### src/rtl/regfile_pkg.sv
// Shared types and default sizing for the matrix register-file loader.
package regfile_pkg;

    localparam int DEF_N       = 16;
    localparam int DEF_REGN    = 512;
    localparam int DEF_B_START = 256;

    typedef logic [31:0] word_t;

    typedef enum logic [1:0] {
        ST_IDLE  = 2'd0,
        ST_FILL  = 2'd1,
        ST_WRITE = 2'd2,
        ST_FIN   = 2'd3
    } state_e;

endpackage

### src/rtl/regfile_loader_row_buf.sv
// Row assembly buffer: words land in a staging row, and the full row is
// committed to the output register so IN_DATA only changes on a row write.
module row_buf
    import regfile_pkg::*;
#(
    parameter int N = DEF_N
) (
    input  logic                 i_clk,
    input  logic                 i_rstn,
    input  logic                 i_wr,
    input  logic [$clog2(N)-1:0] i_idx,
    input  word_t                i_data,
    input  logic                 i_commit,
    output logic [N*32-1:0]      o_row
);

    logic [N*32-1:0] r_stage;
    logic [N*32-1:0] r_row;
    logic [N*32-1:0] w_merged;

    // The final word of a row is merged in so commit can happen on its acceptance cycle.
    always_comb begin
        w_merged = r_stage;
        if (i_wr) begin
            w_merged[i_idx*32 +: 32] = i_data;
        end
    end

    always_ff @(posedge i_clk) begin
        if (!i_rstn) begin
            r_stage <= '0;
            r_row   <= '0;
        end else begin
            if (i_wr) begin
                r_stage[i_idx*32 +: 32] <= i_data;
            end
            if (i_commit) begin
                r_row <= w_merged;
            end
        end
    end

    assign o_row = r_row;

endmodule

### src/rtl/regfile_loader.sv
// Streams one N x N matrix row-major into the A or B register-file region.
// Optional framing check on S_LAST is enabled by REGFILE_LOADER_LAST_CHECK_EN.
module regfile_loader
    import regfile_pkg::*;
#(
    parameter int N       = DEF_N,
    parameter int REGN    = DEF_REGN,
    parameter int B_START = DEF_B_START
) (
    input  logic                 i_clk,
    input  logic                 i_rstn,
    input  logic                 i_start,
    input  logic                 i_mat_sel,
    input  word_t                i_s_data,
    input  logic                 i_s_valid,
    output logic                 o_s_ready,
    input  logic                 i_s_last,
    output logic [N*32-1:0]      o_in_data,
    output logic [$clog2(N)-1:0] o_seq_datc,
    output logic                 o_wr_en,
    output logic                 o_wr_b,
    output logic                 o_busy,
    output logic                 o_done,
    output logic                 o_err,
    output state_e               o_state
);

    localparam int              CW       = $clog2(N);
    localparam logic [CW-1:0]   LAST_IDX = CW'(N - 1);

    if (B_START != REGN / 2) begin : g_bad_cfg
        $error("regfile_loader: B_START must equal REGN/2");
    end

    state_e        r_state;
    logic [CW-1:0] r_col;
    logic [CW-1:0] r_row;
    logic [CW-1:0] r_seq;
    logic          r_wr_b;
    logic          w_accept;
    logic          w_row_done;

    // Stream handshake: a word transfers on a rising edge where S_VALID and
    // S_READY are both 1; S_READY is high only in FILL, S_DATA is don't-care otherwise.
    assign w_accept   = (r_state == ST_FILL) && i_s_valid;
    assign w_row_done = w_accept && (r_col == LAST_IDX);

    always_ff @(posedge i_clk) begin
        if (!i_rstn) begin
            r_state <= ST_IDLE;
            r_col   <= '0;
            r_row   <= '0;
            r_seq   <= '0;
            r_wr_b  <= 1'b0;
        end else begin
            case (r_state)
                ST_IDLE: begin
                    if (i_start) begin
                        r_state <= ST_FILL;
                        r_wr_b  <= i_mat_sel;
                        r_col   <= '0;
                        r_row   <= '0;
                    end
                end
                ST_FILL: begin
                    if (w_accept) begin
                        r_col <= r_col + 1'b1;
                        if (r_col == LAST_IDX) begin
                            r_state <= ST_WRITE;
                            r_seq   <= r_row;
                        end
                    end
                end
                ST_WRITE: begin
                    r_row   <= r_row + 1'b1;
                    r_state <= (r_row == LAST_IDX) ? ST_FIN : ST_FILL;
                end
                ST_FIN: begin
                    r_state <= ST_IDLE;
                end
                default: begin
                    r_state <= ST_IDLE;
                end
            endcase
        end
    end

    row_buf #(.N(N)) u_row_buf (
        .i_clk    (i_clk),
        .i_rstn   (i_rstn),
        .i_wr     (w_accept),
        .i_idx    (r_col),
        .i_data   (i_s_data),
        .i_commit (w_row_done),
        .o_row    (o_in_data)
    );

`ifdef REGFILE_LOADER_LAST_CHECK_EN
    logic r_err;
    logic w_last_word;

    assign w_last_word = (r_row == LAST_IDX) && (r_col == LAST_IDX);

    // Sticky: loading carries on after a framing error; only reset or a new START clears it.
    always_ff @(posedge i_clk) begin
        if (!i_rstn) begin
            r_err <= 1'b0;
        end else if ((r_state == ST_IDLE) && i_start) begin
            r_err <= 1'b0;
        end else if (w_accept && (i_s_last != w_last_word)) begin
            r_err <= 1'b1;
        end
    end

    assign o_err = r_err;
`else
    logic w_unused_last;
    assign w_unused_last = i_s_last;
    assign o_err         = 1'b0;
`endif

    assign o_s_ready  = (r_state == ST_FILL);
    assign o_wr_en    = (r_state == ST_WRITE);
    assign o_busy     = (r_state != ST_IDLE);
    assign o_done     = (r_state == ST_FIN);
    assign o_seq_datc = r_seq;
    assign o_wr_b     = r_wr_b;
    assign o_state    = r_state;

endmodule

### config.mk
export PLATFORM = sky130hd
export DESIGN_NAME = regfile_loader
export DESIGN_NICKNAME = d
export VERILOG_FILES = /design/src/rtl/regfile_pkg.sv /design/src/rtl/regfile_loader_row_buf.sv /design/src/rtl/regfile_loader.sv
export SDC_FILE = /design/constraint.sdc
export NUM_CORES = 2
export LEC_CHECK = 0
export ABC_AREA = 1
export CAP_MARGIN = 20
export CORE_MARGIN = 2
export CORE_UTILIZATION = 39
export CTS_CLUSTER_DIAMETER = 120
export CTS_CLUSTER_SIZE = 10
export DETAILED_ROUTE_END_ITERATION = 8
export PLACE_DENSITY_LB_ADDON = 0.1
export SLEW_MARGIN = 20
export SYNTH_ARGS = -nofsm -noshare
export SYNTH_HDL_FRONTEND = slang
export SYNTH_SLANG_ARGS = --single-unit
export TNS_END_PERCENT = 100
### constraint.sdc
create_clock -name i_clk -period 2.8 [get_ports i_clk]
set_clock_uncertainty 0.05 [all_clocks]
set_input_delay 0.28 -clock i_clk [delete_from_list [all_inputs] [get_ports i_clk]]
set_output_delay 0.28 -clock i_clk [all_outputs]
set_load 0.05 [all_outputs]
Word-level counts from Yosys, hierarchy flattened
Index checks and enable logic that the tools add are counted.
- register bits after elaboration: 1039
- output and inout bits: 524
- word-level logic and storage cells: 42
- add/subtract/negate cells: 3
- equal/unequal tests: 8
- shift operators: 2
- multiplexer cells: 11
- reductions and logical operators: 11
- operators with widths (operator ; count):
    $bwmux W512 ; 1
    $mux W512 ; 1
    $shift A32 B34 Y512 const A ; 1
    $shiftx A32 B34 Y512 ; 1
    $neg A9 Y34 ; 1
    $pmux W4 S2 ; 2
    $reduce_and A3 Y1 ; 3
    $add A4 B1 Y4 const B ; 2
    $eq A4 B4 Y1 const B ; 2
    $mux W2 ; 4
    $mux W4 ; 2
    $pmux W2 S4 ; 1
    $reduce_bool A2 Y1 ; 3
    $eq A2 B2 Y1 const B ; 2
    $ne A2 B1 Y1 const B ; 2
    $reduce_and A2 Y1 ; 2
    $eq A2 B1 Y1 const B ; 1
    $logic_and A1 B1 Y1 ; 2
    $logic_not A2 Y1 ; 1
    $ne A2 B2 Y1 const B ; 1

Longest topological paths before layout
- depth in word-level cells: 4
- depth in mapped cells: 17
- gate-level depth less buffers: 13

Hierarchy
A second synthesis with hierarchy kept.
- cells, all modules: 5973
- area, all modules: 41806.3 um2
- modules (own cells, without submodules) (module ; instances ; cells an instance ; area each (um2) ; seq. area each (um2)):
    row_buf ; 1 ; 5875 ; 41059.4 ; 20499.7
    regfile_loader ; 1 ; 98 ; 747.0 ; 300.3

Least setup slack after synthesis
No wires, ideal clock.
- path kind: register to register
- start: register r_col[0]
- end: register u_row_buf.r_row[417], in the netlist u_row_buf.o_row[417]
- library setup time: 0.128 ns
- arrival time: 2.748 ns
- data required time: 2.622 ns
- setup slack: -0.126 ns
- cell stages (with the launch flop): 15
- buffers on the path: 6
- path through: dfxtp_1 > buf_2 > clkbuf_1 > clkbuf_1 > buf_1 > nor3_1 > ha_1 > inv_1 > nand3_1 > inv_2 > buf_2 > buf_1 > nand3_1 > nand2_1 > a21oi_1
- word-level cells in the longest chain between the ends: 4
- RTL lines (element ; RTL line ; source):
    from (decl) ; regfile_loader.sv:36 ; logic [CW-1:0] r_col;
    from (signal assigned) ; regfile_loader.sv:67 ; r_col <= r_col + 1'b1;
    $neg A9 Y34 ; regfile_loader_row_buf.sv:25 ; w_merged[i_idx*32 +: 32] = i_data;
    $shiftx A32 B34 Y512 / $shift A32 B34 Y512 (equally long branches) ; regfile_loader_row_buf.sv:25 ;
    $bwmux W512 ; regfile_loader_row_buf.sv:25 ;
    $mux W512 ; -- ;
    to (signal assigned) ; regfile_loader_row_buf.sv:38 ; r_row <= w_merged;
    to (decl) ; regfile_loader_row_buf.sv:18 ; logic [N*32-1:0] r_row;
Parallel ways exist; a longest one is shown, timed or not.
A chain may end at the register's enable or synchronous reset.

Final worst setup path
- start: register r_col[1]
- end: register u_row_buf.r_row[197], in the netlist u_row_buf.o_row[197]
The elaborated chain is that of the path after synthesis.

==> run metrics <==
status completed; worst-skew pair later-pin latency 690 ps; TritonCTS clock tree done; crit-path max FO 6; area delta synth->final 26.75%; Synth Cell Area 0.04075 mm²; worst-case clock buffer depth 3; Yosys cell types 28; Critical Path RT 3360 ps; Congestion Overflow GR 0; Most used DFF post-synth dfxtp_1; f_max 368.7 MHz; fraction of layout cells with a size suffix above 1 5.869%; Setup Crit Path Kind reg2reg; global-route wire length before repair 223.5 mm; drt pass-1 iters 5; Switching Power 6930 µW; syn_nets 5725; internal power 22300 µW; CTS Buf Count 113; met1 global-route usage 35.55%; FP Rows 118; max-cap check violation count 0; post-route ant nets 0; RSZ-0062 raised after global routing no; Reg power frac 50.7%; Initial Util 39.31%; crit end category register; WHS Endpoint o_wr_b$_SDFFE_PN0P_; vias 37.86k; CTS root buf clkbuf_16; Nets 6206; die outline height 327.2 µm; hold_sp i_mat_sel; synth warn 0; clock sinks 1039; Comb pwr share 5.2%; worst reg-to-reg path cell count 6; number of synthesized flops with an enable pin 0; Static Leak 0.02180 µW; gr busiest metal met2; Clock power frac 44.1%; number of global-route vias before repair 34.17k; post-layout min period 2712 ps; core area 0.1036 mm²; number of buffers added on ports 559; Synth async-reset ratio 0%; Global Route Usage Sum 27.60%; Slew Limit Fails 0; Placement Setup Slack 168.8 ps; syn avg cell area 7.170 µm²; Final GP Congestion 0.9617; Final WS setup 88.07 ps; IO Count 562; Final Setup Violations 0; biggest area consumer among synthesized cells dfxtp_1; FF+latch area 0.02080 mm²; Synth Register Bits 1039; CTS HTree Levels 3; drc violations 0; r2r setup slk 90 ps; die width 327.2 µm; WL per Instance 20.14 µm; multi-input logic area 0.01587 mm²; Final Hold Viols 0; Synth top area share 51.05%; synth cell count leaders nor2_1, dfxtp_1, nand2_1; CP startpoint kind register; Syn Inst Count 5683; Post-CTS Setup Bufs 0; PwrDens 566.0 mW/mm²; met2 usage 45.05%; sequential share of the synthesized area 51.05%; HPWL Detailed 106.7 mm; fill count 10.29k; Worst VDD drop 0.5711 mV; drt total wl 152.1 mm; Data arrival, critical path 3270 ps; FF-to-FF Start r_col[1]$_SDFFE_PN0P_; pin slew with the least headroom to its limit 1264 ps; FF-to-FF End u_row_buf.o_row[197]$_SDFFE_PN0P_; met3 Use GR 6.921%; Hold Path Cell Cnt 3; initial antenna violation count 24; Tcrit/Tclk final 96.85%; largest net degree at the start of global routing 136; vias per inst 5.013; relative slew slack 15.09%; top area cells in the synthesized netlist dfxtp_1, nor2_1, nand2_1, nand3_1, inv_1; clock slew at reported path FFs 60 ps; most frequent cell after synthesis nor2_1; Hold/Removal Path Class in2reg; violation count after the first detailed-routing iteration 3044; die area 0.1071 mm²; sw frac 23.71%; setup TNS 0 ps
layout by cell type, fill, tap and decap left out, types with 2 or more instances in the layout:
cell type / Yosys / final
clkdlybuf4s50_1: 0 / 556
nand4_1: 90 / 90
nor2_2: 11 / 6
inv_1: 640 / 639
nand3_1: 576 / 576
buf_4: 10 / 136
nor2_4: 4 / 10
buf_12: 0 / 63
nor2_1: 1047 / 1046
a21oi_1: 461 / 461
inv_2: 12 / 11
diode_2: 0 / 4
clkbuf_16: 0 / 115
nand3b_1: 10 / 10
nor3_2: 2 / 2
dlygate4sd2_1: 0 / 2
nor3_1: 55 / 54
a21o_1: 29 / 29
o21ai_0: 244 / 244
nand2_1: 972 / 972
inv_6: 0 / 3
a211oi_1: 2 / 2
o21ai_1: 81 / 81
ha_1: 4 / 3
dfxtp_1: 1039 / 1038
nand2_2: 7 / 7
state kept, by name, summed over array words and instances, names as in the netlist:
| signal | count |
|---|---|
| r_row | 4 |
| o_wr_b | 1 |
| o_state | 2 |
| o_seq_datc | 4 |
| u_row_buf.r_stage | 512 |
| u_row_buf.o_row | 512 |
| r_col | 4 |
worst max path at each step:
stage,from,endpoint,slack (ps)
after floorplan,r_col[0]$_SDFFE_PN0P_,u_row_buf.o_row[417]$_SDFFE_PN0P_,60
after global placement,r_col[1]$_SDFFE_PN0P_,u_row_buf.o_row[261]$_SDFFE_PN0P_,180
after detailed placement,i_s_valid,u_row_buf.o_row[490]$_SDFFE_PN0P_,170
after CTS,r_col[1]$_SDFFE_PN0P_,u_row_buf.o_row[312]$_SDFFE_PN0P_,180
after global routing,r_col[1]$_SDFFE_PN0P_,u_row_buf.o_row[303]$_SDFFE_PN0P_,0.6
final,r_col[1]$_SDFFE_PN0P_,u_row_buf.o_row[197]$_SDFFE_PN0P_,90
timing repair:
| item | CTS | global route |
|---|---|---|
| endpoints found under the hold margin | 12 | 0 |
| resized for setup | 2 | 1 |
| pin swaps | 0 | 0 |
| setup endpoints to repair | 2 | 1 |
| hold buffers | 1 | 0 |
cells by family (layout without fill, tap and decap cells):
family | count (synthesis) | in the layout | share of synthesized area [%]
AOI/OAI and AO/OA | 817 | 817 | 10.23
adders and majority gates | 4 | 4 | 0.1228
buffers and inverters | 1044 | 1529 | 10.14
DFF | 1039 | 1039 | 51.05
other | 1 | 5 | 0.009203
and+or+nand+nor | 2778 | 2778 | 28.45
metrics by stage:
stage | total power [µW] | hold WS, ps | utilization, % | area [µm²] | cells
after global placement | 16630 | 405.0 | 47.00 | 48720 | 7428
after global routing | 30120 | 177.0 | 49.82 | 51640 | 7549
after CTS | 29460 | 142.7 | 49.82 | 51630 | 7548
final | 29230 | 182.8 | 49.83 | 51650 | 7552
after detailed placement | 16630 | 410.2 | 47.00 | 48720 | 7428
after floorplan | 15890 | 371.1 | - | 40750 | 5683
final cells by class:
class / count / share of cell area [%]
antenna: 4 / 0.01938
clock buffer: 116 / 5.579
clock inverter: 3 / 0.05087
inverter: 652 / 4.758
multi-input combinational: 3600 / 30.73
sequential: 1039 / 40.28
tap: 1380 / 3.343
timing repair buffer: 758 / 15.25
per-layer routing:
layer | vias up | routed length, µm
met5 | - | 210
met4 | 36 | 5418
met2 | 1188 | 70690
met1 | 17560 | 63650
li1 | 18830 | -
met3 | 245 | 12120
critical path, cell delays in order (launching register included):
cell,delay (ps)
dfxtp_1,410
inv_1,80
ha_2,460
inv_2,130
nor3_1,1020
o21ai_0,300
a21oi_1,180
power groups by stage:
stage                     Sequential, µW  Clock (µW)  Combinational [µW]
after floorplan                    15200           0                 736
after global routing               14800       13700                1580
after global placement             15100           0                1490
after CTS                          14800       13100                1490
after detailed placement           15100           0                1490
final                              14800       12900                1530
Note: power is estimated with default switching activity, not from simulation.
